File: src/rtl/rat_pkg.sv
// Shared definitions for the maze path replay logic: direction codes, player states and the
// goal corner.
package rat_pkg;

  localparam logic [1:0] DIR_YINC = 2'b00;
  localparam logic [1:0] DIR_XINC = 2'b01;
  localparam logic [1:0] DIR_XDEC = 2'b10;
  localparam logic [1:0] DIR_YDEC = 2'b11;

  typedef enum logic [2:0] {
    IDLE  = 3'd0,
    CHECK = 3'd1,
    MOVE  = 3'd2,
    DONE  = 3'd3,
    ERR   = 3'd4
  } player_state_e;

  // The goal is the all-ones corner; users slice this to their coordinate width.
  localparam logic [31:0] GOAL_ALL_ONES = 32'hFFFF_FFFF;

endpackage

File: src/rtl/rat_coord_step.sv
// Combinational single-step move: applies a direction code to (x, y) and flags moves that
// would leave the square maze.
module rat_coord_step
  import rat_pkg::*;
#(
  parameter int unsigned COORD_W = 4
) (
  input  logic [COORD_W-1:0] i_x,
  input  logic [COORD_W-1:0] i_y,
  input  logic [1:0]         i_dir,
  output logic [COORD_W-1:0] o_x,
  output logic [COORD_W-1:0] o_y,
  output logic               o_out_of_range
);

  localparam logic [COORD_W-1:0] MAX_COORD = '1;
  localparam logic [COORD_W-1:0] ONE       = COORD_W'(1);

  always_comb begin
    o_x            = i_x;
    o_y            = i_y;
    o_out_of_range = 1'b0;
    unique case (i_dir)
      DIR_YINC: begin
        o_y            = i_y + ONE;
        o_out_of_range = (i_y == MAX_COORD);
      end
      DIR_XINC: begin
        o_x            = i_x + ONE;
        o_out_of_range = (i_x == MAX_COORD);
      end
      DIR_XDEC: begin
        o_x            = i_x - ONE;
        o_out_of_range = (i_x == '0);
      end
      DIR_YDEC: begin
        o_y            = i_y - ONE;
        o_out_of_range = (i_y == '0);
      end
    endcase
  end

endmodule

File: src/rtl/rat_path_player.sv
// Replays the solver's direction queue from the start cell, presenting each step on a
// valid/ready handshake and reporting step count, goal and error status at the end.
module rat_path_player
  import rat_pkg::*;
#(
  parameter int unsigned COORD_W = 4,
  parameter int unsigned STEP_W  = 9,
  parameter int unsigned START_X = 0,
  parameter int unsigned START_Y = 0
) (
  input  logic               clk,
  input  logic               rst,
  input  logic               start,
  input  logic [1:0]         q_out,
  input  logic               finishq,
  output logic               rst_frontq,
  output logic               dequeue,
  output logic               move_valid,
  input  logic               move_ready,
  output logic [1:0]         move_dir,
  output logic [COORD_W-1:0] x_o,
  output logic [COORD_W-1:0] y_o,
  output logic [STEP_W-1:0]  step_count,
  output logic               busy,
  output logic               done,
  output logic               at_goal,
  output logic               err
);

  localparam logic [COORD_W-1:0] START_XC = COORD_W'(START_X);
  localparam logic [COORD_W-1:0] START_YC = COORD_W'(START_Y);
  localparam logic [COORD_W-1:0] GOAL     = GOAL_ALL_ONES[COORD_W-1:0];
  localparam logic [STEP_W-1:0]  STEP_MAX = '1;
  localparam logic [STEP_W-1:0]  STEP_ONE = STEP_W'(1);

  player_state_e       r_state;
  player_state_e       w_state_nxt;
  logic                r_start_q;
  logic [COORD_W-1:0]  r_x;
  logic [COORD_W-1:0]  r_y;
  logic [COORD_W-1:0]  r_px;
  logic [COORD_W-1:0]  r_py;
  logic [1:0]          r_dir;
  logic [STEP_W-1:0]   r_step;

  logic                w_start_edge;
  logic                w_load_start;
  logic                w_latch;
  logic                w_accept;
  logic [COORD_W-1:0]  w_nx;
  logic [COORD_W-1:0]  w_ny;
  logic                w_oor;

  rat_coord_step #(
    .COORD_W (COORD_W)
  ) u_coord_step (
    .i_x            (r_x),
    .i_y            (r_y),
    .i_dir          (q_out),
    .o_x            (w_nx),
    .o_y            (w_ny),
    .o_out_of_range (w_oor)
  );

  assign w_start_edge = start & ~r_start_q;

  always_comb begin
    w_state_nxt  = r_state;
    rst_frontq   = 1'b0;
    dequeue      = 1'b0;
    move_valid   = 1'b0;
    busy         = 1'b0;
    done         = 1'b0;
    err          = 1'b0;
    w_load_start = 1'b0;
    w_latch      = 1'b0;
    w_accept     = 1'b0;
    unique case (r_state)
      IDLE, DONE, ERR: begin
        done = (r_state == DONE);
        err  = (r_state == ERR);
        if (w_start_edge) begin
          rst_frontq   = 1'b1;
          w_load_start = 1'b1;
          w_state_nxt  = CHECK;
        end
      end
      CHECK: begin
        busy = 1'b1;
        if (finishq) begin
          w_state_nxt = DONE;
        end else if (w_oor) begin
          w_state_nxt = ERR;
        end else begin
          w_latch     = 1'b1;
          w_state_nxt = MOVE;
        end
      end
      MOVE: begin
        busy       = 1'b1;
        move_valid = 1'b1;
        if (move_ready) begin
          dequeue     = 1'b1;
          w_accept    = 1'b1;
          w_state_nxt = CHECK;
        end
      end
      default: w_state_nxt = IDLE;
    endcase
  end

  // r_start_q resets high so a start level held through reset is not taken as a new edge.
  always_ff @(posedge clk or posedge rst) begin
    if (rst) begin
      r_state   <= IDLE;
      r_start_q <= 1'b1;
      r_x       <= START_XC;
      r_y       <= START_YC;
      r_px      <= START_XC;
      r_py      <= START_YC;
      r_dir     <= DIR_YINC;
      r_step    <= '0;
    end else begin
      r_state   <= w_state_nxt;
      r_start_q <= start;
      if (w_load_start) begin
        r_x    <= START_XC;
        r_y    <= START_YC;
        r_step <= '0;
      end else if (w_accept) begin
        r_x <= r_px;
        r_y <= r_py;
        if (r_step != STEP_MAX) begin
          r_step <= r_step + STEP_ONE;
        end
      end
      if (w_latch) begin
        r_px  <= w_nx;
        r_py  <= w_ny;
        r_dir <= q_out;
      end
    end
  end

  assign move_dir   = r_dir;
  assign x_o        = move_valid ? r_px : r_x;
  assign y_o        = move_valid ? r_py : r_y;
  assign step_count = r_step;
  assign at_goal    = done && (r_x == GOAL) && (r_y == GOAL);

endmodule

File: config.mk
export PLATFORM = sky130hd
export DESIGN_NAME = rat_path_player
export DESIGN_NICKNAME = d
export VERILOG_FILES = /design/src/rtl/rat_pkg.sv /design/src/rtl/rat_coord_step.sv /design/src/rtl/rat_path_player.sv
export SDC_FILE = /design/constraint.sdc
export NUM_CORES = 1
export LEC_CHECK = 0
export BUFFER_PORTS_ARGS = -buffer_cell sky130_fd_sc_hd__buf_2
export CORE_AREA = 4 4 50 96
export CTS_BUF_LIST = sky130_fd_sc_hd__clkbuf_4 sky130_fd_sc_hd__clkbuf_8 sky130_fd_sc_hd__clkbuf_16
export CTS_CLUSTER_SIZE = 20
export DETAILED_ROUTE_END_ITERATION = 7
export DIE_AREA = 0 0 54 100
export PLACE_DENSITY = 0.76
export SKIP_CTS_REPAIR_TIMING = 1
export SLEW_MARGIN = 20
export SYNTH_ARGS = -nofsm -noshare
export SYNTH_HDL_FRONTEND = slang
export SYNTH_SLANG_ARGS = --single-unit
export TNS_END_PERCENT = 20
File: constraint.sdc
create_clock -name clk -period 2 [get_ports clk]
set_clock_uncertainty 0.05 [all_clocks]
set_input_delay 0.4 -clock clk [delete_from_list [all_inputs] [get_ports clk]]
set_output_delay 0.4 -clock clk [all_outputs]
set_load 0.005 [all_outputs]
; ---- Word-level counts from Yosys, hierarchy flattened
; Index checks and enable logic that the tools add are counted.
[classes]
n_addsub = 5
eq_ne = 12
mux = 28
bitwise_logic = 2
n_reduce_logical = 12
[ops]
columns = operator, count
row1 = 2-to-1 mux 9 bit, 3
row2 = 2-to-1 mux 4 bit, 6
row3 = case mux 4 bit (2 select lines), 2
row4 = 2-to-1 mux 3 bit, 4
row5 = 2-to-1 mux 1 bit, 11
row6 = "adder 9 x 1 -> 9 bit, second input constant", 1
row7 = "inequality test 9 bit, second input constant", 1
row8 = case mux 3 bit (3 select lines), 1
row9 = "adder 4 x 1 -> 4 bit, second input constant", 2
row10 = "== test 4 bit, second input constant", 2
row11 = zero test 4 bit, 2
row12 = "subtractor 4 x 1 -> 4 bit, second input constant", 2
row13 = "== test 3 x 2 -> 1 bit, second input constant", 2
row14 = "== test 2 bit, second input constant", 2
row15 = "inequality test 2 bit, second input constant", 2
row16 = case mux 1 bit (4 select lines), 1
row17 = AND reduction 2 bit, 2
row18 = nonzero test 2 bit, 2
row19 = "== test 3 x 1 -> 1 bit, second input constant", 1
row20 = "== test 3 bit, second input constant", 1
row21 = zero test 3 bit, 1
row22 = OR reduction 3 bit, 1
row23 = "== test 2 x 1 -> 1 bit, second input constant", 1
row24 = logical AND 1 bit, 2
row25 = other kinds (4), 4
[totals]
regBits = 31
input_bits = 7
out_inout_bits = 26
word_cells = 67

; ---- Logic depth before layout (Yosys ltp)
; Gate-level depths: netlist of the first run.
[depth]
ltp_word = 6
ltp_mapped = 7

; ---- By module
; From an unflattened synthesis of the first run, not the netlist that was laid out.
[unflattened]
hier_cells = 193
area_unflattened_um2 = 1924.3
[by_module_without_submodules]
columns = mod, n_inst, cells_each, area_per_inst_um2, seq_area_each_um2
row1 = rat_path_player, 1, 145, 1546.5, 777.0
row2 = rat_coord_step, 1, 48, 377.9, 0.0

; ---- Worst setup path after synthesis of the first run
; Ideal clock, no wire load.
[synth_timing]
path_kind = in2reg
from = input q_out[0]
to = register r_px[2]
setup_time_ns = 0.125
t_arrival_ns = 1.814
t_required_ns = 1.825
slack_ns = 0.011
cell_stages = 7
n_path_buf = 0
cell_sequence = inv_1 -> ha_1 -> inv_1 -> fa_1 -> xnor2_1 -> mux2_2 -> mux2_2
[synth_via]
elab_chain_cells = 5
[synth_lines]
columns = item, line
row1 = "start, declared", rat_path_player.sv:14  ; input logic [1:0] q_out,
row2 = "== test 2 bit, or another cell as far along", rat_coord_step.sv:23  ; unique case (i_dir)
row3 = case mux 1 bit (4 select lines), rat_coord_step.sv:23
row4 = 2-to-1 mux 1 bit, rat_path_player.sv:92  ; end else if (w_oor) begin
row5 = 2-to-1 mux 1 bit, rat_path_player.sv:90  ; if (finishq) begin
row6 = 2-to-1 mux 1 bit, rat_path_player.sv:78  ; unique case (r_state)
row7 = "end signal, assigned", rat_path_player.sv:138  ; r_px <= w_nx;
row8 = "end, declared", rat_path_player.sv:41  ; logic [COORD_W-1:0] r_px;
; Parallel ways exist; a longest one is shown, timed or not.
; A chain may end at the register's enable or synchronous reset.

; ---- Worst setup path in the final report of the first run
[layout_timing]
from = register r_state[0]
to = output y_o[3]
[layout_via]
elab_chain_cells = 3
[layout_lines]
columns = item, line
row1 = "start, declared", rat_path_player.sv:36  ; player_state_e r_state;
row2 = "start signal, assigned", rat_path_player.sv:124  ; r_state <= w_state_nxt;
row3 = == test 3 x 2 -> 1 bit, rat_path_player.sv:78
row4 = 2-to-1 mux 1 bit, rat_path_player.sv:78
row5 = 2-to-1 mux 4 bit, rat_path_player.sv:147  ; assign y_o = move_valid ? r_py : r_y;
row6 = "end, declared", rat_path_player.sv:22  ; output logic [COORD_W-1:0] y_o,
; Every way passes these cells.

==> implementation parameters, run 1 <==
Parameter                              Value

GRT
  Via count of the first global-routing pass    1900
  Maximum number of pins on one net before global-route repair    32
  Global-route usage over all layers    20.7%
  Remaining Overflow, GRT    0
  Number of antenna violations at the first check in global routing    0
  Global-route wire length before repair    8210 um

Yosys
  Post-synthesis register bit count    31
  Top_reg_cell synth    dfrtp_1
  Number of synthesis warnings    0
  Async set or reset register ratio after synthesis    100%
  Part of the Yosys area used for sequential elements    39.2%
  Number of synthesized flops with an enable pin    0
  Syn_area_per_cell    around 9.4 um^2
  Synthesized netlist net count    about 230
  Synthesized instance count    approximately 210
  Number of distinct library cells after synthesis    45
  Netlist Area Pre-Place    between 1500 and 2000 um^2

Critical path
  Setup slack, reg-to-reg    0.03 ns
  Data required time at the worst endpoint    roughly 1.6 ns
  Sequence of cells on the critical path    nor3b_4, buf_6, mux2_2, buf_2
  Worst Setup Path Type    reg2out
  Critical path endpoint category    output port
  Biggest fanout along the worst timing path    9
  Delay of the slowest critical-path stage    between 0.4 and 0.5 ns
  Reg-to-reg startpoint    r_state[2]$_DFFE_PP0P_
  Family of cells with the greatest summed delay on the critical path    flip-flops
  Arrival time worst endpoint    1.56 ns
  Worst path bufs/invs    2
  Worst Reg2Reg Path Length in Cells    5
  Slowest CP cell    dfrtp_1
  Endpoint of the worst register-to-register path    r_px[1]$_DFFE_PP0P_
  CP Launch Type    flip-flop

Min path
  Hold/Removal Path Class    in2async

Detailed routing
  Routed wirelength normalized by instance count    about 15 um
  Vias per Instance    roughly 5.5
  Number of nets with antenna violations after routing    0
  Vias after detailed routing    1848
  Remaining design rule violation count    0
  Wire length reported by the detailed router    5190 um
  First-iteration detailed-routing DRC count    20
  Initial DRT Pass Iterations    4

Power
  Sw Pwr    approximately 1300 uW
  Design internal power    2120 uW
  Static power due to leakage    between 0.001 and 0.0015 uW
  Power Density    about 1300 nW/um^2
  Fraction of power consumed by the clock network    between 10% and 20%
  IR Drop Worst-Case VDD    slightly below 0.001 V
  Switching part of the total power    between 30% and 40%
  Comb pwr share    about 53%
  Register share of total power    30.6%

Final layout
  Fraction of final layout cells with drive strength greater than 1    37.3%
  Commonest non-fill, non-tap cell in the layout    buf_4
  Antenna Cells    0
  Post-synthesis to final-layout area growth    32.0%
  FILL cells    340
  Most used cells in the layout excluding fill and tap cells    buf_4, nand2_1, buf_2
  Net count, final    approximately 300

STA
  Setup TNS    -0.00666 ns
  Transition time at the pin with the least slew margin    0.410 ns
  Max Clk Rate    approximately 0.50 GHz
  Final Hold Viols    0
  Final Setup Violations    1
  Final critical-path setup slack    -0.00666 ns
  Unrepaired setup endpoints after global routing    yes
  Min Hold Slack    approximately 0.14 ns
  Share of the cycle needed by the critical path after routing    100%
  Number of pins with negative max-slew slack in the final report    0
  Relative slew margins    between 70 and 80%
  Clock period minus final worst setup slack    roughly 2 ns

CTS
  Clock-pin slew of the registers on the worst-case setup and hold paths    0.06 ns
  CTS root buffer    clkbuf_8
  Clk_lat worst skew    about 0.28 ns
  Total CTS buffers    5
  Number of sinks handled by clock tree synthesis    31
  TritonCTS clock tree    yes
  Number of levels in the clock H-tree    2
  Number of buffers on the longest clock path    2

Run
  Max-capacitance violation count    0

Floorplan
  Die outline area    between 5000 and 6000 um^2
  Starting Density    just under 50%
  Number of I/O pins    33
  Number of rows created at floorplan    33
  Horizontal die dimension    54 um
  Standard cell core area    4090 um^2
  Die height    100 um

Outcome
  Violated checks    setup timing
  Outcome    complete, but fails checks

Placed design
  IO buf count    32
  Final HPWL from detailed placement    approximately 3800 um
  Last weighted congestion value of the routability-driven placer    0.832
[flip-flops by register name, summed over array words and instances (netlist names)]
signal and cells:
move_dir 2, r_px 4, r_py 4, r_start_q 1, r_state 3, r_x 4, r_y 4, step_count 9
[final cells by class]
cell class | instances | area [um^2] | share of cell area (%)
tap | 52 | 65.1 | 2.48
sequential | 31 | 777 | 29.7
timing repair buffer | 71 | 464 | 17.7
clock buffer | 8 | 104 | 3.96
inverter | 15 | 56.3 | 2.15
multi-input combinational | 159 | 1150 | 44.0
[logic make-up after synthesis]
family	Yosys count	synth area share, %
flip-flops	31	39.2
buffers and inverters	22	4.85
adder cells (fa/ha/maj)	12	8.32
multiplexers	15	8.45
AO/OA/AOI/OAI	42	13.4
AND/OR/NAND/NOR	80	21.4
XOR/XNOR	10	4.41
[tightest hold or removal path, cell delays in order]
cell and delay, ns:
buf_2 0.09, inv_1 0.04, buf_4 0.36
[through the flow]
| stage | instance area [um^2] | power (uW) | setup WS (ns) | util (%) | cells |
|---|---|---|---|---|---|
| detailed placement | 2400 | 2680 | -0.207 | 58.8 | 320 |
| floorplan | 1980 | 2020 | 0.0111 | - | 212 |
| global placement | 2400 | 2620 | -0.147 | 58.8 | 320 |
| global route | 2620 | 3640 | -0.0709 | 64.1 | 336 |
| finish | 2620 | 3390 | -0.00666 | 64.1 | 336 |
| CTS | 2510 | 3250 | -0.0797 | 61.3 | 328 |
[power groups by stage]
stage,logic (uW),clock network (uW),registers [uW]
detailed placement,1640,0,1030
floorplan,993,0,1030
global route,1980,595,1070
finish,1800,560,1040
global placement,1600,0,1020
CTS,1660,564,1020
[worst max-delay path by stage]
stage                                start                  end  slack, ns  cells past startpoint
floorplan                         q_out[0]  r_px[2]$_DFFE_PP0P_       0.01                      7
global placement                  q_out[0]  r_py[3]$_DFFE_PP0P_      -0.15                      7
detailed placement                q_out[0]  r_px[3]$_DFFE_PP0P_      -0.21                      8
CTS                 r_state[0]$_DFFE_PP0P_           rst_frontq      -0.08                      5
global route        r_state[0]$_DFFE_PP0P_           rst_frontq      -0.07                      5
finish              r_state[0]$_DFFE_PP0P_               y_o[3]     -0.007                      4
[metal layers]
layer / GRT usage (%) / routed length (um) / up-vias / share of wire (%)
li1: - / - / 883 / -
met1: 19.7 / 1830 / 910 / 35
met2: 38.9 / 3000 / 39 / 58
met3: 3.27 / 179 / 16 / 3.4
met4: 11.3 / 186 / 0 / 3.6
met5: 0 / 0 / - / 0
[cells in the mapped netlist (all sizes together), types with 2 or more instances]
cell type	count	area (um^2)
nand4	3	18.8
xor2	2	17.5
nor4b	5	43.8
and3	2	12.5
fa	2	40.0
nand2b	2	12.5
or2	2	12.5
ha	10	125
nor2	11	41.3
inv	14	52.6
nor3b	3	22.5
or4	2	15.0
nand3b	4	30.0
o22ai	2	18.8
a21oi	16	80.1
nand3	4	20.0
mux2	14	158
xnor2	8	70.1
or3	2	12.5
o21ai	14	81.3
buf	6	36.3
nand4bb	2	22.5
o211ai	3	27.5
nand2	34	128
dfrtp	30	751
Power figures use the tool's default switching activity.
==> run 2, diff against run 1 <==
Settings changed: PLACE_DENSITY 0.76 to 0.75.
==> run 2 against run 1 <==
The run now ends clean. Maximum frequency rose by 0.36%. Final cell count decreased by 1.2%. Clock-buffer cell count shrank 2. Sequential cell count stayed put. Global-route usage about the same. Largest power group unchanged. Core utilization increased by 0.86 points. Non-clock buffer count decreased by 4. Critical path depth is the same.
==> implementation parameters, run 2 (synthesis gave the netlist of run 1 again) <==
Parameter                              Value

Outcome
  Outcome    completed

STA
  Unrepaired setup endpoints after global routing    yes
  Relative slew margins    72.2% (-0.44 points)
  Share of the cycle needed by the critical path after routing    100% (-0.36 points)
  Max Clk Rate    0.500 GHz (+0.36%)
  Number of pins with negative max-slew slack in the final report    0 (unchanged)
  Transition time at the pin with the least slew margin    0.411 ns (+0.000834 ns)
  Clock period minus final worst setup slack    2.00 ns (-0.00727 ns)
  Final Hold Viols    0 (unchanged)
  Final Setup Violations    0 (-1)
  Min Hold Slack    0.131 ns (-0.0124 ns)
  Setup TNS    0 ns (+0.00666 ns)

Floorplan
  Die outline area    5400 um^2 (unchanged)
  Horizontal die dimension    54 um (unchanged)
  Number of rows created at floorplan    33 (unchanged)
  Die height    100 um (unchanged)
  Standard cell core area    4090 um^2 (unchanged)
  Starting Density    48.5% (unchanged)
  Number of I/O pins    33 (unchanged)

Critical path
  Biggest fanout along the worst timing path    8 (-1)
  Worst Setup Path Type    reg2out
  Critical path endpoint category    output port
  CP Launch Type    flip-flop
  Delay of the slowest critical-path stage    0.42 ns (about the same)
  Data required time at the worst endpoint    1.55 ns (about the same)
  Cell occurring most often along the worst timing path    buf_6
  Sequence of cells on the critical path    nor3b_2, buf_6, mux2_4, buf_6
  Arrival time worst endpoint    1.55 ns (about the same)
  Slowest CP cell    dfrtp_1

Detailed routing
  Remaining design rule violation count    0 (unchanged)
  Initial DRT Pass Iterations    4 (unchanged)
  Vias after detailed routing    1794 (-2.9%)
  Number of nets with antenna violations after routing    0 (unchanged)
  Vias per Instance    5.40 (-1.8%)
  Routed wirelength normalized by instance count    14.7 um (-4.6%)
  Wire length reported by the detailed router    4890 um (-5.8%)
  First-iteration detailed-routing DRC count    18 (-10%)

Power
  IR Drop Worst-Case VDD    0.00106 V (+9.6%)
  Static power due to leakage    0.00127 uW (+0.61%)
  Power Density    1330 nW/um^2 (+3.0%)

GRT
  Fraction of met3 tracks used by global routing    4.31% (+1.0 points)
  Global-route wire length before repair    8270 um (+0.76%)
  Maximum number of pins on one net before global-route repair    32 (unchanged)
  Number of antenna violations at the first check in global routing    0 (unchanged)
  Remaining Overflow, GRT    0 (unchanged)
  Via count of the first global-routing pass    1839 (-3.2%)
  Met1 Use GR    20.8% (+1.2 points)
  Global-route usage over all layers    20.6% (-0.022 points)
  Met2 capacity usage during global routing    38.1% (-0.75 points)
  Layer with the highest usage    met2

Final layout
  Post-route cell area    2660 um^2 (+1.3%)
  Most used cells in the layout excluding fill and tap cells    nand2_1, dfrtp_1, buf_4
  Share of the core filled with cells    65.0% (+0.86 points)
  Layout Cells excl Fill    332 (-1.2%)
  Flip-flop count of the largest register, all copies and words added    9 (unchanged)
  Fraction of final layout cells with drive strength greater than 1    36.1% (-1.3 points)
  Net count, final    298 (-1.3%)
  Commonest non-fill, non-tap cell in the layout    nand2_1
  Post-synthesis to final-layout area growth    33.8%
  Antenna Cells    0 (unchanged)

CTS
  Number of levels in the clock H-tree    2 (unchanged)
  CTS root buffer    clkbuf_8
  Clk_lat worst skew    0.29 ns (about the same)
  Total CTS buffers    5 (unchanged)
  TritonCTS clock tree    yes
  Clock-pin slew of the registers on the worst-case setup and hold paths    0.07 ns (about the same)
  Number of buffers on the longest clock path    2 (unchanged)
  Number of sinks handled by clock tree synthesis    31 (unchanged)

Placed design
  IO buf count    32 (unchanged)
  Last weighted congestion value of the routability-driven placer    0.844 (+1.5%)
  Placed instance area    2400 um^2 (-0.10%)
  Final HPWL from detailed placement    3580 um (-5.9%)
  Cell count after placement    318 (-0.63%)

Run
  Max-capacitance violation count    0 (unchanged)

Min path
  Hold/Removal Path Class    in2async
## run 2: cell types whose count changed in the layout (fill, tap and decap cells not counted), moves of 4 or more
| cell | before | now |
|---|---|---|
| mux2_4 | 0 | 4 |
| buf_2 | 32 | 27 |
| buf_6 | 3 | 9 |
| buf_4 | 36 | 30 |
| mux2_2 | 14 | 10 |
## run 2: per-layer routing
metal  part of all wire (%)  vias to the layer above  wire length [um]
li1                       -                      876                 -
met1                     36                      877              1790
met2                     58                       31              2830
met3                    3.0                       10               149
met4                    2.7                        0               131
met5                      0                        -                 0
## run 2: layout make-up
| type | instances | area [um^2] |
|---|---|---|
| Timing Repair Buffer | 67 | 482 |
| Clock buffer | 6 | 82.6 |
| Clock inverter | 2 | 35.0 |
| Fill cell | 339 | 1430 |
| Sequential cell | 31 | 777 |
| Tap cell | 52 | 65.1 |
| Inverter | 15 | 56.3 |
| Multi-Input combinational cell | 159 | 1160 |
## run 2: stage by stage
stage | power, uW | setup WS [ns]
floorplan | 2020 | 0.0111
global placement | 2630 | -0.108
detailed placement | 2670 | -0.146
CTS | 3330 | -0.0974
global route | 3830 | -0.0699
finish | 3540 | 0.000606
## run 2: worst paths after layout
kind	from	endpoint	slack, ns	cells past startpoint
hold / removal	rst	r_py[1]$_DFFE_PP0P_	0.13	3
max in group asynchronous	rst	r_start_q$_DFF_PP1_	1.45	3
min in group clk	start	r_start_q$_DFF_PP1_	0.17	1
setup reg to reg	step_count[4]$_DFFE_PP0P_	step_count[7]$_DFFE_PP0P_	0.05	7
setup / recovery	r_state[0]$_DFFE_PP0P_	x_o[2]	0.0006	4
hold reg to reg	move_dir[0]$_DFFE_PP0P_	move_dir[0]$_DFFE_PP0P_	0.46	1
## run 2: power breakdown
part	internal (uW)	switching (uW)	total, uW
sequential	847	179	1030
clock	403	252	655
combinational	1020	847	1860
total	2270	1280	3540
## run 2: worst max-delay path: cells and delay by family, from the launching register on
| family | cells | cell delay (ns) |
|---|---|---|
| buf+inv | 2 | 0.29 |
| simple gates | 1 | 0.22 |
| mux | 1 | 0.32 |
| flops | 1 | 0.42 |
==> run 3, diff against run 2 <==
Settings changed: RECOVER_POWER set to 25.
==> run 3 against run 2 <==
Clock power about the same. Non-clock buffer count unchanged. Wire length about the same. Largest power group unchanged. Critical endpoint unchanged. Combinational power about the same.
==> implementation parameters, run 3 (synthesis gave the netlist of run 1 again) <==
Parameter                              Value

Floorplan
  Die height    100 um (unchanged)
  Standard cell core area    4090 um^2 (unchanged)
  Number of rows created at floorplan    33 (unchanged)
  Die outline area    5400 um^2 (unchanged)
  Starting Density    48.5% (unchanged)
  Horizontal die dimension    54 um (unchanged)
  Number of I/O pins    33 (unchanged)

Placed design
  Final HPWL from detailed placement    3580 um (unchanged)
  Last weighted congestion value of the routability-driven placer    0.844 (unchanged)
  Cell count after placement    318 (unchanged)
  Place WS    -0.146 ns (unchanged)
  IO buf count    32 (unchanged)

STA
  Unrepaired setup endpoints after global routing    yes
  Relative slew margins    47.1% (-25 points)
  Max Clk Rate    0.500 GHz (about the same)
  Final Setup Violations    0 (unchanged)
  Share of the cycle needed by the critical path after routing    99.9% (about the same)
  Transition time at the pin with the least slew margin    0.793 ns (+0.382 ns)
  Final critical-path setup slack    0.00151 ns (+0.000899 ns)
  Number of pins with negative max-slew slack in the final report    0 (unchanged)
  Min Hold Slack    0.153 ns (+0.0223 ns)
  Clock period minus final worst setup slack    2.00 ns (-0.000899 ns)
  Final Hold Viols    0 (unchanged)

CTS
  Number of levels in the clock H-tree    2 (unchanged)
  Number of buffers on the longest clock path    2 (unchanged)
  Number of sinks handled by clock tree synthesis    31 (unchanged)
  Total CTS buffers    5 (unchanged)
  Clock-pin slew of the registers on the worst-case setup and hold paths    0.07 ns (about the same)
  Clk_lat worst skew    0.29 ns (about the same)
  CTS root buffer    clkbuf_8
  TritonCTS clock tree    yes

GRT
  Via count of the first global-routing pass    1839 (unchanged)
  Maximum number of pins on one net before global-route repair    32 (unchanged)
  Number of antenna violations at the first check in global routing    0 (unchanged)
  Global-route usage over all layers    20.6% (unchanged)
  Remaining Overflow, GRT    0 (unchanged)
  Global-route wire length before repair    8270 um (unchanged)

Critical path
  Data required time at the worst endpoint    1.55 ns (about the same)
  Arrival time worst endpoint    1.55 ns (about the same)
  Cell occurring most often along the worst timing path    buf_6
  Reg-to-reg startpoint    step_count[4]$_DFFE_PP0P_
  Biggest fanout along the worst timing path    8 (unchanged)
  Worst Setup Path Type    reg2out
  CP Launch Type    flip-flop
  Delay of the slowest critical-path stage    0.42 ns (about the same)
  Critical path endpoint category    output port
  Launching instance or port of the critical path    r_state[0]$_DFFE_PP0P_
  Sequence of cells on the critical path    nor3b_2, buf_6, mux2_4, buf_6
  Slowest CP cell    dfrtp_1

Final layout
  Fraction of final layout cells with drive strength greater than 1    35.7% (-0.36 points)
  FILL cells    338 (-0.29%)
  Commonest non-fill, non-tap cell in the layout    nand2_1
  Flip-flop count of the largest register, all copies and words added    9 (unchanged)
  Post-synthesis to final-layout area growth    33.6%
  Antenna Cells    0 (unchanged)
  Most used cells in the layout excluding fill and tap cells    nand2_1, dfrtp_1, buf_4
  Layout Cells excl Fill    332 (unchanged)
  Net count, final    298 (unchanged)

Detailed routing
  Number of nets with antenna violations after routing    0 (unchanged)
  Initial DRT Pass Iterations    4 (unchanged)
  Vias after detailed routing    1794 (unchanged)
  Wire length reported by the detailed router    4890 um (about the same)
  Routed wirelength normalized by instance count    14.7 um (about the same)
  Vias per Instance    5.40 (unchanged)
  Remaining design rule violation count    0 (unchanged)
  First-iteration detailed-routing DRC count    17 (-1)

Power
  Static power due to leakage    0.00126 uW (-0.27%)
  IR Drop Worst-Case VDD    0.00106 V (+0.23%)
  Power Density    1340 nW/um^2 (+0.10%)

Min path
  Hold/Removal Path Class    in2reg
  Origin of the worst min-delay path    start

Run
  Max-capacitance violation count    0 (unchanged)

Outcome
  Outcome    completed
==> run 3: changes by cell type in the layout (fill, tap and decap cells not counted) <==
cell / delta
buf_4: -1
clkbuf_2: +1
buf_2: -1
clkbuf_1: +1
==> run 3: power breakdown <==
part	internal, uW	switching [uW]	total (uW)
Clock	403	252	655
Combinational	1010	847	1860
Sequential	847	179	1030
==> run 3: area by class of cell <==
| class | instances | area, um^2 | area share, % |
|---|---|---|---|
| clock buffers | 6 | 82.6 | 3.11 |
| clock inverters | 2 | 35.0 | 1.32 |
| inverters | 15 | 56.3 | 2.12 |
| multi-input cells | 159 | 1160 | 43.7 |
| flip-flops and latches | 31 | 777 | 29.3 |
| well taps | 52 | 65.1 | 2.45 |
| repair buffers | 67 | 478 | 18.0 |
==> run 3: worst max-delay path, delay by kind of cell, from the launching register on <==
family                 cells  cell delay (ns)
DFF                        1             0.42
buffers and inverters      2             0.29
muxes                      1             0.32
and+or+nand+nor            1             0.22
==> run 3: worst paths after layout <==
path | endpoint | slack [ns] | cells after the start
worst max register to register | step_count[7]$_DFFE_PP0P_ | 0.05 | 7
worst min register to register | move_dir[0]$_DFFE_PP0P_ | 0.46 | 1
min in group asynchronous | r_py[1]$_DFFE_PP0P_ | 0.28 | 3
worst min-delay path | r_start_q$_DFF_PP1_ | 0.15 | 1
worst max-delay path | x_o[2] | 0.002 | 4
max in group asynchronous | step_count[1]$_DFFE_PP0P_ | 1.11 | 3
==> run 3: metal layers <==
metal | up-vias | GRT usage [%] | wire, um
li1 | 877 | - | -
met1 | 872 | 20.8 | 1780
met2 | 35 | 38.1 | 2830
met3 | 10 | 4.31 | 157
met4 | 0 | 9.02 | 131
met5 | - | 0 | 0
==> run 3: through the flow <==
step	area [um^2]	TNS, ns	total power (uW)	util (%)
global route	2650	-0.578	3830	64.9
global placement	2400	-0.841	2630	58.7
detailed placement	2400	-1.26	2670	58.7
finish	2650	0	3540	64.9
CTS	2520	-0.371	3330	61.6
floorplan	1980	0	2020	-
